==> config.mk <==
export PLATFORM = sky130hd
export DESIGN_NAME = serial_twos_deserializer_flat
export DESIGN_NICKNAME = d
export VERILOG_FILES = /design/src/rtl/serial_twos_deserializer_pkg.sv /design/src/rtl/serial_twos_deserializer_if.sv /design/src/rtl/serial_twos_deserializer_negator.sv /design/src/rtl/serial_twos_deserializer.sv /design/src/flat_wrapper.sv
export SDC_FILE = /design/constraint.sdc
export NUM_CORES = 1
export LEC_CHECK = 0
export ABC_AREA = 0
export CAP_MARGIN = 0
export CORE_MARGIN = 2
export CORE_UTILIZATION = 40
export CTS_CLUSTER_DIAMETER = 80
export DETAILED_ROUTE_END_ITERATION = 8
export GPL_TIMING_DRIVEN = 1
export PLACE_DENSITY = 0.65
export SKIP_LAST_GASP = 1
export SYNTH_ARGS = -nofsm -noshare
export SYNTH_HDL_FRONTEND = slang
export SYNTH_SLANG_ARGS = --single-unit
==> constraint.sdc <==
create_clock -name clk -period 1.85 [get_ports clk]
set_clock_uncertainty 0.1 [all_clocks]
set_input_delay 0.185 -clock clk [delete_from_list [all_inputs] [get_ports clk]]
set_output_delay 0.185 -clock clk [all_outputs]
set_load 0.005 [all_outputs]
==> src/rtl/serial_twos_deserializer_pkg.sv <==
// Shared types for the serial two's-complement receive path.
package serial_twos_deserializer_pkg;

  typedef enum logic [1:0] {
    IDLE  = 2'd0,
    SHIFT = 2'd1,
    DONE  = 2'd2
  } state_t;

  localparam int DEFAULT_WIDTH = 8;

  // Bit-index counter width; a WIDTH of 2 still needs one bit.
  function automatic int cnt_width(input int w);
    return (w < 2) ? 1 : $clog2(w);
  endfunction

endpackage

==> src/rtl/serial_twos_deserializer_if.sv <==
// Serial-in / parallel-out handshake bundle; slave is the deserializer's view.
interface serial_twos_deserializer_if #(
  parameter int WIDTH = 8
);
  logic             in_valid;
  logic             in_start;
  logic             in_data;
  logic             in_ready;
  logic             out_valid;
  logic             out_ready;
  logic [WIDTH-1:0] result;
  logic             overflow;
  logic             frame_err;

  modport master (
    output in_valid, in_start, in_data, out_ready,
    input  in_ready, out_valid, result, overflow, frame_err
  );

  modport slave (
    input  in_valid, in_start, in_data, out_ready,
    output in_ready, out_valid, result, overflow, frame_err
  );
endinterface

==> src/rtl/serial_twos_deserializer_negator.sv <==
// 1-bit serial two's-complement cell: copy up to the first 1, invert afterwards.
// Combinational output; clear affects the bit presented in the same cycle.
module twos_bit_negator (
  input  logic clk,
  input  logic rst,
  input  logic b,
  input  logic en,
  input  logic clear,
  output logic nb,
  output logic seen_one
);

  logic seen_q;
  logic seen_eff;

  assign seen_eff = seen_q & ~clear;
  assign nb       = seen_eff ? ~b : b;
  assign seen_one = seen_eff;

  always_ff @(posedge clk) begin
    if (rst)
      seen_q <= 1'b0;
    else if (en)
      seen_q <= seen_eff | b;
    else if (clear)
      seen_q <= 1'b0;
  end

endmodule

==> src/rtl/serial_twos_deserializer.sv <==
// LSB-first serial negator and deserializer; result valid 1 cycle after the last bit.
// in_ready drops while a finished word waits for out_ready; bits offered then are dropped.
module serial_twos_deserializer
  import serial_twos_deserializer_pkg::*;
#(
  parameter int WIDTH = DEFAULT_WIDTH
) (
  input logic                          clk,
  input logic                          rst,
  serial_twos_deserializer_if.slave    bus
);

  localparam int CW = cnt_width(WIDTH);

  state_t           state, state_nxt;
  logic [CW-1:0]    cnt;
  logic [CW-1:0]    idx;
  logic [WIDTH-1:0] result_q;
  logic             overflow_q;
  logic             frame_err_q;
  logic             accept;
  logic             proc;
  logic             last;
  logic             consume;
  logic             clear;
  logic             nb;
  logic             seen_one;

  assign bus.in_ready  = (state != DONE);
  assign bus.out_valid = (state == DONE);
  assign bus.result    = result_q;
  assign bus.overflow  = overflow_q;
  assign bus.frame_err = frame_err_q;

  assign accept  = bus.in_valid && bus.in_ready;
  // In IDLE only a start-qualified bit opens a frame; in SHIFT every accepted bit counts.
  assign proc    = accept && (bus.in_start || state == SHIFT);
  assign idx     = bus.in_start ? '0 : cnt;
  assign last    = (idx == CW'(WIDTH - 1));
  assign consume = (state == DONE) && bus.out_ready;
  assign clear   = (accept && bus.in_start) || consume;

  twos_bit_negator u_neg (
    .clk      (clk),
    .rst      (rst),
    .b        (bus.in_data),
    .en       (proc),
    .clear    (clear),
    .nb       (nb),
    .seen_one (seen_one)
  );

  always_ff @(posedge clk) begin
    if (rst)
      state <= IDLE;
    else
      state <= state_nxt;
  end

  always_comb begin
    state_nxt = state;
    case (state)
      IDLE:    if (proc) state_nxt = last ? DONE : SHIFT;
      SHIFT:   if (proc && last) state_nxt = DONE;
      DONE:    if (bus.out_ready) state_nxt = IDLE;
      default: state_nxt = IDLE;
    endcase
  end

  always_ff @(posedge clk) begin
    if (rst) begin
      cnt         <= '0;
      result_q    <= '0;
      overflow_q  <= 1'b0;
      frame_err_q <= 1'b0;
    end else begin
      frame_err_q <= accept && bus.in_start && (state == SHIFT);
      if (proc) begin
        result_q[idx] <= nb;
        cnt           <= last ? '0 : idx + 1'b1;
        if (last)
          overflow_q <= bus.in_data && !seen_one;
      end else if (consume) begin
        cnt <= '0;
      end
    end
  end

endmodule

==> src/flat_wrapper.sv <==
// flat-port wrapper written by rule: the top's interface ports become plain ports
module serial_twos_deserializer_flat import serial_twos_deserializer_pkg::*;
#(
  parameter int WIDTH = DEFAULT_WIDTH
)
  (clk, rst, bus_in_valid, bus_in_start, bus_in_data, bus_out_ready, bus_in_ready, bus_out_valid, bus_result, bus_overflow, bus_frame_err);
  serial_twos_deserializer_if #(.WIDTH(WIDTH)) bus_i ();
  input logic clk;
  input logic rst;
  input wire logic [$bits(bus_i.in_valid)-1:0] bus_in_valid;
  input wire logic [$bits(bus_i.in_start)-1:0] bus_in_start;
  input wire logic [$bits(bus_i.in_data)-1:0] bus_in_data;
  input wire logic [$bits(bus_i.out_ready)-1:0] bus_out_ready;
  output wire logic [$bits(bus_i.in_ready)-1:0] bus_in_ready;
  output wire logic [$bits(bus_i.out_valid)-1:0] bus_out_valid;
  output wire logic [$bits(bus_i.result)-1:0] bus_result;
  output wire logic [$bits(bus_i.overflow)-1:0] bus_overflow;
  output wire logic [$bits(bus_i.frame_err)-1:0] bus_frame_err;
  assign bus_i.in_valid = bus_in_valid;
  assign bus_i.in_start = bus_in_start;
  assign bus_i.in_data = bus_in_data;
  assign bus_i.out_ready = bus_out_ready;
  assign bus_in_ready = bus_i.in_ready;
  assign bus_out_valid = bus_i.out_valid;
  assign bus_result = bus_i.result;
  assign bus_overflow = bus_i.overflow;
  assign bus_frame_err = bus_i.frame_err;
  serial_twos_deserializer #(.WIDTH(WIDTH)) u_core (.clk(clk), .rst(rst), .bus(bus_i));
endmodule
==> flow_summary.ini <==
[floorplan]
ios = 18
die_w_um = 49.99
row_count = 16
die_h_um = 49.99
core-area_um2 = 1982
initial_core_util_pct = 42.68
die_area_um2 = 2499

[setup_path]
cp-startpoint = u_core.state[0]
worstRegToRegCells = 6
critPathArrivalTime_ns = 1.43
path_class = reg2out
critPathMaxFanout = 4
r2r-start = u_core.state[0]
start_kind = register
endpoint = bus_in_ready
endpoint_kind = output pin
crit_slowest_cell = clkdlybuf4s50_1
r2r_slack_ns = 0.15
worstReg2RegEnd = u_core.bus.result[5]
worstPathCellList = and2b_2 -> inv_2 -> clkdlybuf4s50_1
slowest_delay_ns = 0.48
required_ns = 1.56

[pwr]
p_leak_nw = 0.4288
power_density_nw_per_um2 = 567.9
vdd_drop_max_mv = 0.2662

[synthesis]
synth_nets = 104
synth.avg_cell_area_um2 = 8.998
synth.yosys.seq_area_share_pct = 37.87
synth_common_cells = dfxtp_1 (16), nand3_1 (10), nand2_1 (8)
ys_top_cells_by_area = dfxtp_1 (38%), ha_1 (5.9%), nand3_1 (5.9%)
yosysTopAreaCell = dfxtp_1
synth_top_flop_cell = dfxtp_1
yosysWarnings = 0
synth.distinct_cells = 33
synth_most_common_cell = dfxtp_1
synth_edf_count = 0
synth_top_area_share_pct = 37.87
synth_seq_cells = 16
syn_area_um2 = 845.8
syn_inst = 94
synthArstFlopShare_pct = 0

[global_routing]
antenna_found_initial = 0
grt_max_degree = 14
grt_usage_pct = 17.65
grt.overflow.total = 0
grt_pass1_wl_um = 3415
grt_pass1_vias = 773

[run]
max_cap_violations = 0

[timing]
report.final.slew_viol_count = 0
fin_crit_ns = 1.719
post-route-period-util_pct = 92.93
whs_ns = 0.3648
setup_viol = 0
rsz0062_at_grt = false
worst_pin_slew_ns = 0.3129
fmax_ghz = 0.5816
max-slew-margin-rel_pct = 78.60
finalHoldViolations = 0

[route]
first_pass_iters = 4
routed_wl_um = 1931
ant_nets = 0
drcViolationCount = 0
drt_iter0_markers = 19
avgRoutedWirePerCell_um = 13.14
vias_per_cell = 5.544
num_vias = 815

[run_status]
status = finished clean

[place]
gp_congestion = 0.8660
portBuffers = 17
place_hpwl_um = 1429

[clock_tree]
cts_tree = built
cts.clk_slew.worst_paths_ns = 0.09
postCtsHoldBufs = 0
cts_buffer_depth = 2
clkSinkCount = 16
htreeDepth = 1
clk_latency_ns = 0.29
cts-buffers-inserted = 3
cts_root_buffer = clkbuf_4

[finish]
multi_input_area_um2 = 493.0
drive_gt1_share_pct = 20.00
fill_cells = 188
fin_nets = 132
fin_util_pct = 57.01
area_growth_pct = 33.58
regArea_um2 = 320.3
diodes = 0

[worst_hold_path]
hp-class = reg2reg
min-delay-start = u_core.bus.result[0]
layout by cell type (no fill, tap or decap), types with 2 or more instances in the layout:
cell / instances
inv_1: 2
nor2_1: 4
o21ai_0: 5
o31ai_1: 2
o21ai_1: 2
and4bb_2: 2
a21oi_1: 5
nor2b_1: 3
nand2_1: 7
mux2i_1: 2
o211ai_1: 4
nand3_1: 10
dfxtp_1: 16
nand4_1: 3
ha_1: 4
clkbuf_4: 3
nor4b_1: 2
clkdlybuf4s50_1: 17
nand2_2: 2
buf_4: 10
area by class of cell:
type	instances	share of cell area, %
timing repair buffer	27	21.71
multi-input combinational	70	43.63
tap	27	2.990
inverter	4	1.329
clock buffer	3	1.993
sequential	16	28.35
worst min-delay path by stage:
stage                     slack, ns  cells past startpoint                   end
after floorplan                0.28                      2       u_core.state[1]
after global placement         0.35                      2  u_core.bus.result[0]
after detailed placement       0.35                      2  u_core.bus.result[0]
after CTS                      0.37                      2  u_core.bus.result[0]
after global routing           0.39                      2  u_core.bus.result[0]
final                          0.36                      2  u_core.bus.result[0]
sequential cells by signal (all words and copies together) (netlist names):
register	count
u_core.bus.frame_err	1
u_core.state	2
u_core.bus.overflow	1
u_core.bus.result	8
u_core.cnt	3
u_core.u_neg.seen_q	1
routing by layer:
layer	global-route usage, %	vias up	part of all wire (%)
met5	0	-	0
met4	8.333	0	0.73
met3	3.333	2	5.2
met2	25.00	26	44
met1	25.33	382	50
li1	-	405	-
where the power goes:
group	switching, mW	internal [mW]
combinational	0.0553	0.0476
sequential	0.00381	0.352
clock	0.107	0.0757
what timing repair did:
action / in CTS / in global routing
endpoints found under the setup margin: 0 / 2
gates resized for setup: 0 / 1
setup buffers: 0 / 0
critical path: cells and delay by family, from the launching register on:
family                 cells  cell delay (ns)
DFF                        1             0.34
buffers and inverters      2             0.54
and+or+nand+nor            1             0.26
cell families after synthesis:
kind of cell,after synthesis,share of synthesized area (%)
AO/OA/AOI/OAI,26,22.04
adder cells (fa/ha/maj),4,5.917
buffers and inverters,8,4.142
flip-flops,16,37.87
multiplexers,2,2.367
AND/OR/NAND/NOR,38,27.66
through the flow:
stage | area (µm²) | cells | setup WS [ns] | power, mW | setup TNS (ns)
3_3_place_gp | 1105 | 144 | -0.006170 | 0.4634 | -0.006170
5_1_grt | 1130 | 147 | 0.05200 | 0.6792 | 0
6_report | 1130 | 147 | 0.1307 | 0.6416 | 0
4_1_cts | 1127 | 147 | 0.1126 | 0.6430 | 0
3_5_place_dp | 1105 | 144 | -0.06347 | 0.4640 | -0.3691
2_1_floorplan | 845.8 | 94 | 0.2039 | 0.4199 | 0
Power figures use the tool's default switching activity.
